<file path="config.mk">
export PLATFORM = sky130hd
export DESIGN_NAME = adc_serial_rx_multi
export DESIGN_NICKNAME = d
export VERILOG_FILES = /design/src/rtl/adc_serial_rx_multi.sv
export SDC_FILE = /design/constraint.sdc
export NUM_CORES = 1
export LEC_CHECK = 0
export ABC_AREA = 1
export CAP_MARGIN = 30
export CORE_ASPECT_RATIO = 1.75
export CORE_MARGIN = 1.5
export CORE_UTILIZATION = 38
export CTS_BUF_LIST = sky130_fd_sc_hd__clkbuf_16
export DETAILED_ROUTE_END_ITERATION = 12
export DONT_BUFFER_PORTS = 1
export PLACE_DENSITY_LB_ADDON = 0.05
export SLEW_MARGIN = 15
export SYNTH_ARGS = -nofsm -noshare
export SYNTH_HDL_FRONTEND = slang
export SYNTH_SLANG_ARGS = --single-unit
</file>
<file path="constraint.sdc">
create_clock -name clk -period 2.75 [get_ports clk]
set_input_delay 0.55 -clock clk [delete_from_list [all_inputs] [get_ports clk]]
set_output_delay 0.55 -clock clk [all_outputs]
set_load 0.005 [all_outputs]
</file>
<file path="src/rtl/adc_serial_rx_multi.sv">
// Multi-channel serial ADC capture engine: generates adc_sclk/cs_n, shifts one
// sdata line per channel and publishes all channels together on done_tick.
module adc_serial_rx_multi #(
  parameter int CHANNELS   = 2,
  parameter int FRAME_BITS = 16,
  parameter int DATA_BITS  = 12,
  parameter int CLK_DIV    = 4,
  parameter int QUIET_CYC  = 2
) (
  input  logic                          clk,
  input  logic                          rst,
  input  logic                          start,
  input  logic                          cont,
  input  logic [CHANNELS-1:0]           sdata,
  output logic                          adc_sclk,
  output logic                          cs_n,
  output logic                          busy,
  output logic                          done_tick,
  output logic [CHANNELS*DATA_BITS-1:0] dout
);

  localparam int DIV_W = (CLK_DIV > 1) ? $clog2(CLK_DIV) : 1;
  localparam int BIT_W = $clog2(FRAME_BITS + 1);
  localparam int Q_W   = $clog2(QUIET_CYC + 1);

  typedef enum logic [1:0] {
    IDLE  = 2'd0,
    SHIFT = 2'd1,
    QUIET = 2'd2
  } state_e;

  state_e                               state_q, state_d;
  logic [DIV_W-1:0]                     div_cnt_q, div_cnt_d;
  logic [BIT_W-1:0]                     bit_cnt_q, bit_cnt_d;
  logic [Q_W-1:0]                       q_cnt_q, q_cnt_d;
  logic [CHANNELS-1:0][DATA_BITS-1:0]   sr_q, sr_d, sr_shift;
  logic [CHANNELS-1:0][DATA_BITS-1:0]   dout_q, dout_d;
  logic                                 sclk_q, sclk_d;
  logic                                 cs_n_q, cs_n_d;
  logic                                 busy_q, busy_d;
  logic                                 done_q, done_d;

  always_comb begin
    for (int c = 0; c < CHANNELS; c++) begin
      sr_shift[c] = (sr_q[c] << 1) | DATA_BITS'(sdata[c]);
    end
  end

  always_comb begin
    state_d   = state_q;
    div_cnt_d = div_cnt_q;
    bit_cnt_d = bit_cnt_q;
    q_cnt_d   = q_cnt_q;
    sr_d      = sr_q;
    dout_d    = dout_q;
    sclk_d    = sclk_q;
    cs_n_d    = cs_n_q;
    done_d    = 1'b0;
    case (state_q)
      IDLE: begin
        cs_n_d = 1'b1;
        sclk_d = 1'b1;
        if (start || cont) begin
          state_d   = SHIFT;
          cs_n_d    = 1'b0;
          div_cnt_d = '0;
          bit_cnt_d = '0;
        end
      end
      SHIFT: begin
        if (div_cnt_q == DIV_W'(CLK_DIV - 1)) begin
          div_cnt_d = '0;
          sclk_d    = ~sclk_q;
          // sclk currently low, so this wrap is a rising edge: capture a bit
          if (!sclk_q) begin
            sr_d      = sr_shift;
            bit_cnt_d = bit_cnt_q + BIT_W'(1);
            if (bit_cnt_q == BIT_W'(FRAME_BITS - 1)) begin
              state_d = QUIET;
              cs_n_d  = 1'b1;
              done_d  = 1'b1;
              dout_d  = sr_shift;
              q_cnt_d = '0;
            end
          end
        end else begin
          div_cnt_d = div_cnt_q + DIV_W'(1);
        end
      end
      QUIET: begin
        cs_n_d = 1'b1;
        sclk_d = 1'b1;
        if (q_cnt_q == Q_W'(QUIET_CYC)) begin
          if (cont || start) begin
            state_d   = SHIFT;
            cs_n_d    = 1'b0;
            div_cnt_d = '0;
            bit_cnt_d = '0;
          end else begin
            state_d = IDLE;
          end
        end else begin
          q_cnt_d = q_cnt_q + Q_W'(1);
        end
      end
      default: begin
        state_d = IDLE;
        cs_n_d  = 1'b1;
        sclk_d  = 1'b1;
      end
    endcase
    busy_d = (state_d != IDLE);
  end

  always_ff @(posedge clk) begin
    if (rst) begin
      state_q   <= IDLE;
      div_cnt_q <= '0;
      bit_cnt_q <= '0;
      q_cnt_q   <= '0;
      sr_q      <= '0;
      dout_q    <= '0;
      sclk_q    <= 1'b1;
      cs_n_q    <= 1'b1;
      busy_q    <= 1'b0;
      done_q    <= 1'b0;
    end else begin
      state_q   <= state_d;
      div_cnt_q <= div_cnt_d;
      bit_cnt_q <= bit_cnt_d;
      q_cnt_q   <= q_cnt_d;
      sr_q      <= sr_d;
      dout_q    <= dout_d;
      sclk_q    <= sclk_d;
      cs_n_q    <= cs_n_d;
      busy_q    <= busy_d;
      done_q    <= done_d;
    end
  end

  assign adc_sclk  = sclk_q;
  assign cs_n      = cs_n_q;
  assign busy      = busy_q;
  assign done_tick = done_q;
  assign dout      = dout_q;

endmodule

</file>
# Word level (Yosys, flattened, before mapping)

Cells that the tools add are included.

Logic and storage cells: 71
Register bits: 61
Output and inout bits: 28
Input bits: 6

Bitwise logic cells: 5
Add/subtract/negate cells: 3
Reduce and logical (&&, ||, !) cells: 13
Equal/unequal tests: 10
Muxes and demuxes: 28

Operator list:

| operator            | number |
|---|---|
| $mux 2              | 12 |
| $or 12x1->12        | 2 |
| $mux 5              | 4 |
| $pmux 5 s3          | 1 |
| $pmux 2 s3          | 2 |
| $ne 2x2->1 const B  | 5 |
| $reduce_and 4->1    | 2 |
| $mux 1              | 7 |
| $eq 2x2->1 const B  | 3 |
| $reduce_and 3->1    | 2 |
| $add 5x1->5 const B | 1 |
| $eq 5x4->1 const B  | 1 |
| $reduce_and 5->1    | 1 |
| $add 2x1->2 const B | 2 |
| $pmux 2 s2          | 1 |
| $reduce_bool 2->1   | 2 |
| $reduce_or 4->1     | 1 |
| $not 1->1           | 3 |
| $pmux 1 s3          | 1 |
| $reduce_bool 3->1   | 1 |
| $eq 2x1->1 const B  | 1 |
| $logic_not 2->1     | 1 |
| $reduce_and 2->1    | 1 |
| $reduce_or 2->1     | 1 |
| $logic_or 1x1->1    | 1 |

# Logic depth before layout (Yosys ltp)

Depth after elaboration: 6
Gate-level depth with buffers: 10

# Worst setup path after synthesis

Ideal clock, no wire load.

Kind: flip-flop to flip-flop
Start: register bit_cnt_q[0]
End: register dout_q (netlist bit dout[3])
Arrival time: 1.365 ns
Setup slack: 1.315 ns
Cell stages (with the launch flop): 10
Library setup time: 0.070 ns
Path through: dfxtp_1 > ha_1 > nand2_1 > nor2_1 > ha_1 > nand2_2 > nor2_4 > buf_4 > o21ai_1 > a21oi_1

Cells in the longest elaborated chain, start to end: 2

Ends and longest elaborated chain:

| what                              | RTL line | text |
|---|---|---|
| from (decl)                       | 34       | `logic [BIT_W-1:0] bit_cnt_q, bit_cnt_d;` |
| from (signal assigned)            | 130      | `bit_cnt_q <= bit_cnt_d;` |
| $eq 5x4->1                        | 78       | `if (bit_cnt_q == BIT_W'(FRAME_BITS - 1)) begin` |
| $reduce_and 4->1 (no source line) | n/a      |  |
| to (signal assigned)              | 133      | `dout_q <= dout_d;` |
| to (decl)                         | 37       | `logic [CHANNELS-1:0][DATA_BITS-1:0] dout_q, dout_d;` |

Every way passes these cells.
A chain may end at the register's enable or synchronous reset.

# Worst setup path in the final report

Start: register div_cnt_q[0]
End: register sr_q[12] (netlist bit)

Cells in the longest elaborated chain, start to end: 2

Ends and longest elaborated chain:

| what                              | RTL line | text |
|---|---|---|
| from (decl)                       | 33       | `logic [DIV_W-1:0] div_cnt_q, div_cnt_d;` |
| from (signal assigned)            | 129      | `div_cnt_q <= div_cnt_d;` |
| $eq 2x2->1                        | 71       | `if (div_cnt_q == DIV_W'(CLK_DIV - 1)) begin` |
| $reduce_and 3->1 (no source line) | n/a      |  |
| to (signal assigned)              | 132      | `sr_q <= sr_d;` |
| to (decl)                         | 36       | `logic [CHANNELS-1:0][DATA_BITS-1:0] sr_q, sr_d, sr_shift;` |

Every way passes these cells.

==> summary.md <==
| Metric | Value |
|---|---|
| Status | finished clean |
| Reg2Reg Depth | 7 |
| Ant diodes | 0 |
| Final hold vios | 0 |
| Routed WL | 4.77 mm |
| Clk_skew | 0.00398 ns |
| Post-CTS Resized | 0 |
| Worst Setup Path Type | reg -> reg |
| IR drop worst, VDD | 0.000339 V |
| Hold Slack | 0.290 ns |
| Syn. warnings | 0 |
| CTS H-tree depth | 3 |
| CTS clk-pin slew, worst paths | 0.05 ns |
| Slew margin rel. | 54.8% |
| CTS tree | yes |
| Capture point of the worst reg-to-reg path | sr_q[12] |
| Req. time, crit path | 2.93 ns |
| CP top delay family | buffers and inverters |
| CTS Root Cell | clkbuf_16 |
| GRT Overall Usage | 15.6% |
| IO Pins | 34 |
| Vias in the first global route | 1753 |
| Layout cells sized above 1 | 15.6% |
| RSZ-0062 raised after global routing | false |
| Commonest non-fill, non-tap cell in the layout | dfxtp_1 |
| Die width | 63.1 µm |
| Power Total | 0.00192 W |
| Port bufs | 0 |
| Largest stage delay, worst path | 0.54 ns |
| Final Max Tran Viols | 0 |
| Number of cell rows | 38 |
| Area share of the largest cell type after synthesis | 50.9% |
| Setup slack, reg-to-reg | 0.81 ns |
| Synth area leader | dfxtp_1 |
| Via-per-instance ratio | 4.83 |
| Fmax | 0.514 GHz |
| Post-synth top flop | dfxtp_1 |
| Critical path startpoint category | flop |
| Starting Density | 39.1% |
| DR vias | 1778 |
| Initial antenna violation count | 0 |
| Fill count | 618 |
| Clk sinks | 61 |
| Wire length per cell | 13.0 µm |
| # hold bufs at CTS | 0 |
| Synth cell types | 24 |
| Clock Latency Late Sink | 0.32 ns |
| Sequential share of the synthesized area | 50.9% |
| Worst r2r src | div_cnt_q[0] |
| Routability Congestion | 0.764 |
| Worst min path class | in -> reg |
| DRT iter0 DRCs | 44 |
| Total CTS buffers | 9 |
| Min setup slack post-route | 0.806 ns |
| Final setup fails | 0 |
| Worst Hold Launch | rst |
| FFs w/ async S/R, synth | 0% |
| CP max stage cell | clkinv_2 |
| Post-DRT Antenna Nets | 0 |
| DRC Markers | 0 |
| Bufs on Longest Clock Path | 2 |
| Avg Inst Size Synth | 8.42 µm² |
| Hold Path Depth | 1 |
| DRT Pass-1 Iters | 4 |
| #FFs+latches synth | 61 |
| Critical path buffers and inverters | 2 |
| Post-Syn Area | 0.00240 mm² |
| Core area | 0.00613 mm² |
| DP HPWL | 3.17 mm |
| Postcts setup bufs | 0 |
| Worst-margin pin slew | 0.677 ns |
| Hold endpoint | busy |
| Leakage | 1.02 nW |
| CP Cell Sequence | ha_1 -> inv_2 -> nor2_4 -> nand2_4 -> clkinv_2 -> o21ai_0 -> a21oi_1 |
| Die height | 108 µm |
| Fin crit share | 70.7% |
| Total grt overflow | 0 |
| Most frequent cells in the layout | 61 x dfxtp_1, 35 x inv_1, 35 x nor2_1 |
| Setup TNS Final | 0 ns |
| First-pass GRT wire length | 8.12 mm |
| Power Density | 715 mW/mm² |
| Mapped Nets | 295 |
| Area Overhead vs Synth | 12.0% |
| Final core occ | 43.8% |
| Cells after Synth | 285 |
| Largest net degree at the start of global routing | 52 |
| Die area | 0.00682 mm² |
| Setup slack at placement | 0.807 ns |
| Period minus WS final | 1.94 ns |
| Synth top area cells | dfxtp_1 51%, a21oi_2 6.9%, o21ai_0 5.8%, nor2_1 5.5%, a21oi_1 5.4% |
| Worst Path Arrival | 2.13 ns |
| Max-cap viol count | 0 |
| Nets | 294 |
| Maximum fanout along the worst path | 41 |
| EDFF count, synth | 0 |
| CP endpoint kind | flop |
[power by group]
group	internal (W)	total [W]	switching [W]
logic	0.0000216	0.0000659	0.0000443
clock network	0.000586	0.000949	0.000363
registers	0.000896	0.000906	0.00000932
total	0.00150	0.00192	0.000417
[per-layer routing]
layer | routed length [µm] | up-vias | track usage, % | part of all wire [%]
met4 | 123 | 0 | 10.0 | 2.6
li1 | - | 929 | - | -
met2 | 2440 | 29 | 26.5 | 51
met5 | 0 | - | 0 | 0
met1 | 2020 | 810 | 17.2 | 42
met3 | 182 | 10 | 3.95 | 3.8
[cells by family after synthesis]
| kind of cell | after synthesis | share of synthesized area (%) |
|---|---|---|
| flip-flops | 61 | 50.9 |
| AO/OA/AOI/OAI | 98 | 23.5 |
| AND/OR/NAND/NOR | 72 | 14.1 |
| buffers and inverters | 50 | 9.44 |
| adder cells (fa/ha/maj) | 4 | 2.09 |
[cells in the mapped netlist (all sizes together) (4+ instances only)]
master   n
a21oi   45
buf     10
clkbuf   4
dfxtp   61
ha       4
inv     35
nand2   25
nand3    7
nor2    38
o21ai   52
[worst max-delay path by stage]
stage | cells after the start | start | endpoint | slack [ns]
2_1_floorplan | 9 | bit_cnt_q[0] | dout[3] | 1.31
3_3_place_gp | 7 | div_cnt_q[0] | sr_q[12] | 0.82
3_5_place_dp | 7 | div_cnt_q[0] | sr_q[12] | 0.81
4_1_cts | 7 | div_cnt_q[0] | sr_q[5] | 0.79
5_1_grt | 7 | div_cnt_q[0] | sr_q[18] | 0.62
6_report | 7 | div_cnt_q[0] | sr_q[12] | 0.81
[area by class of cell]
class / count / area, µm² / area share (%)
inverter: 36 / 136 / 5.07
multi-input combinational: 174 / 952 / 35.4
sequential: 61 / 1220 / 45.4
clock inverter: 6 / 25.0 / 0.931
clock buffer: 9 / 225 / 8.38
tap: 80 / 100 / 3.72
timing repair buffer: 2 / 27.5 / 1.02
[registers in the layout, summed over array words and instances (netlist names)]
name	flops
sr_q	22
div_cnt_q	2
cs_n	1
busy	1
bit_cnt_q	5
state_q	2
dout	24
done_tick	1
q_cnt_q	2
adc_sclk	1
[metrics by stage]
step / instance area [µm²] / std cells
after floorplan: 2400 / 285
after global placement: 2440 / 353
after detailed placement: 2440 / 353
after CTS: 2690 / 368
after global routing: 2690 / 368
final: 2690 / 368
No activity file was read; power rests on OpenSTA's default activity.
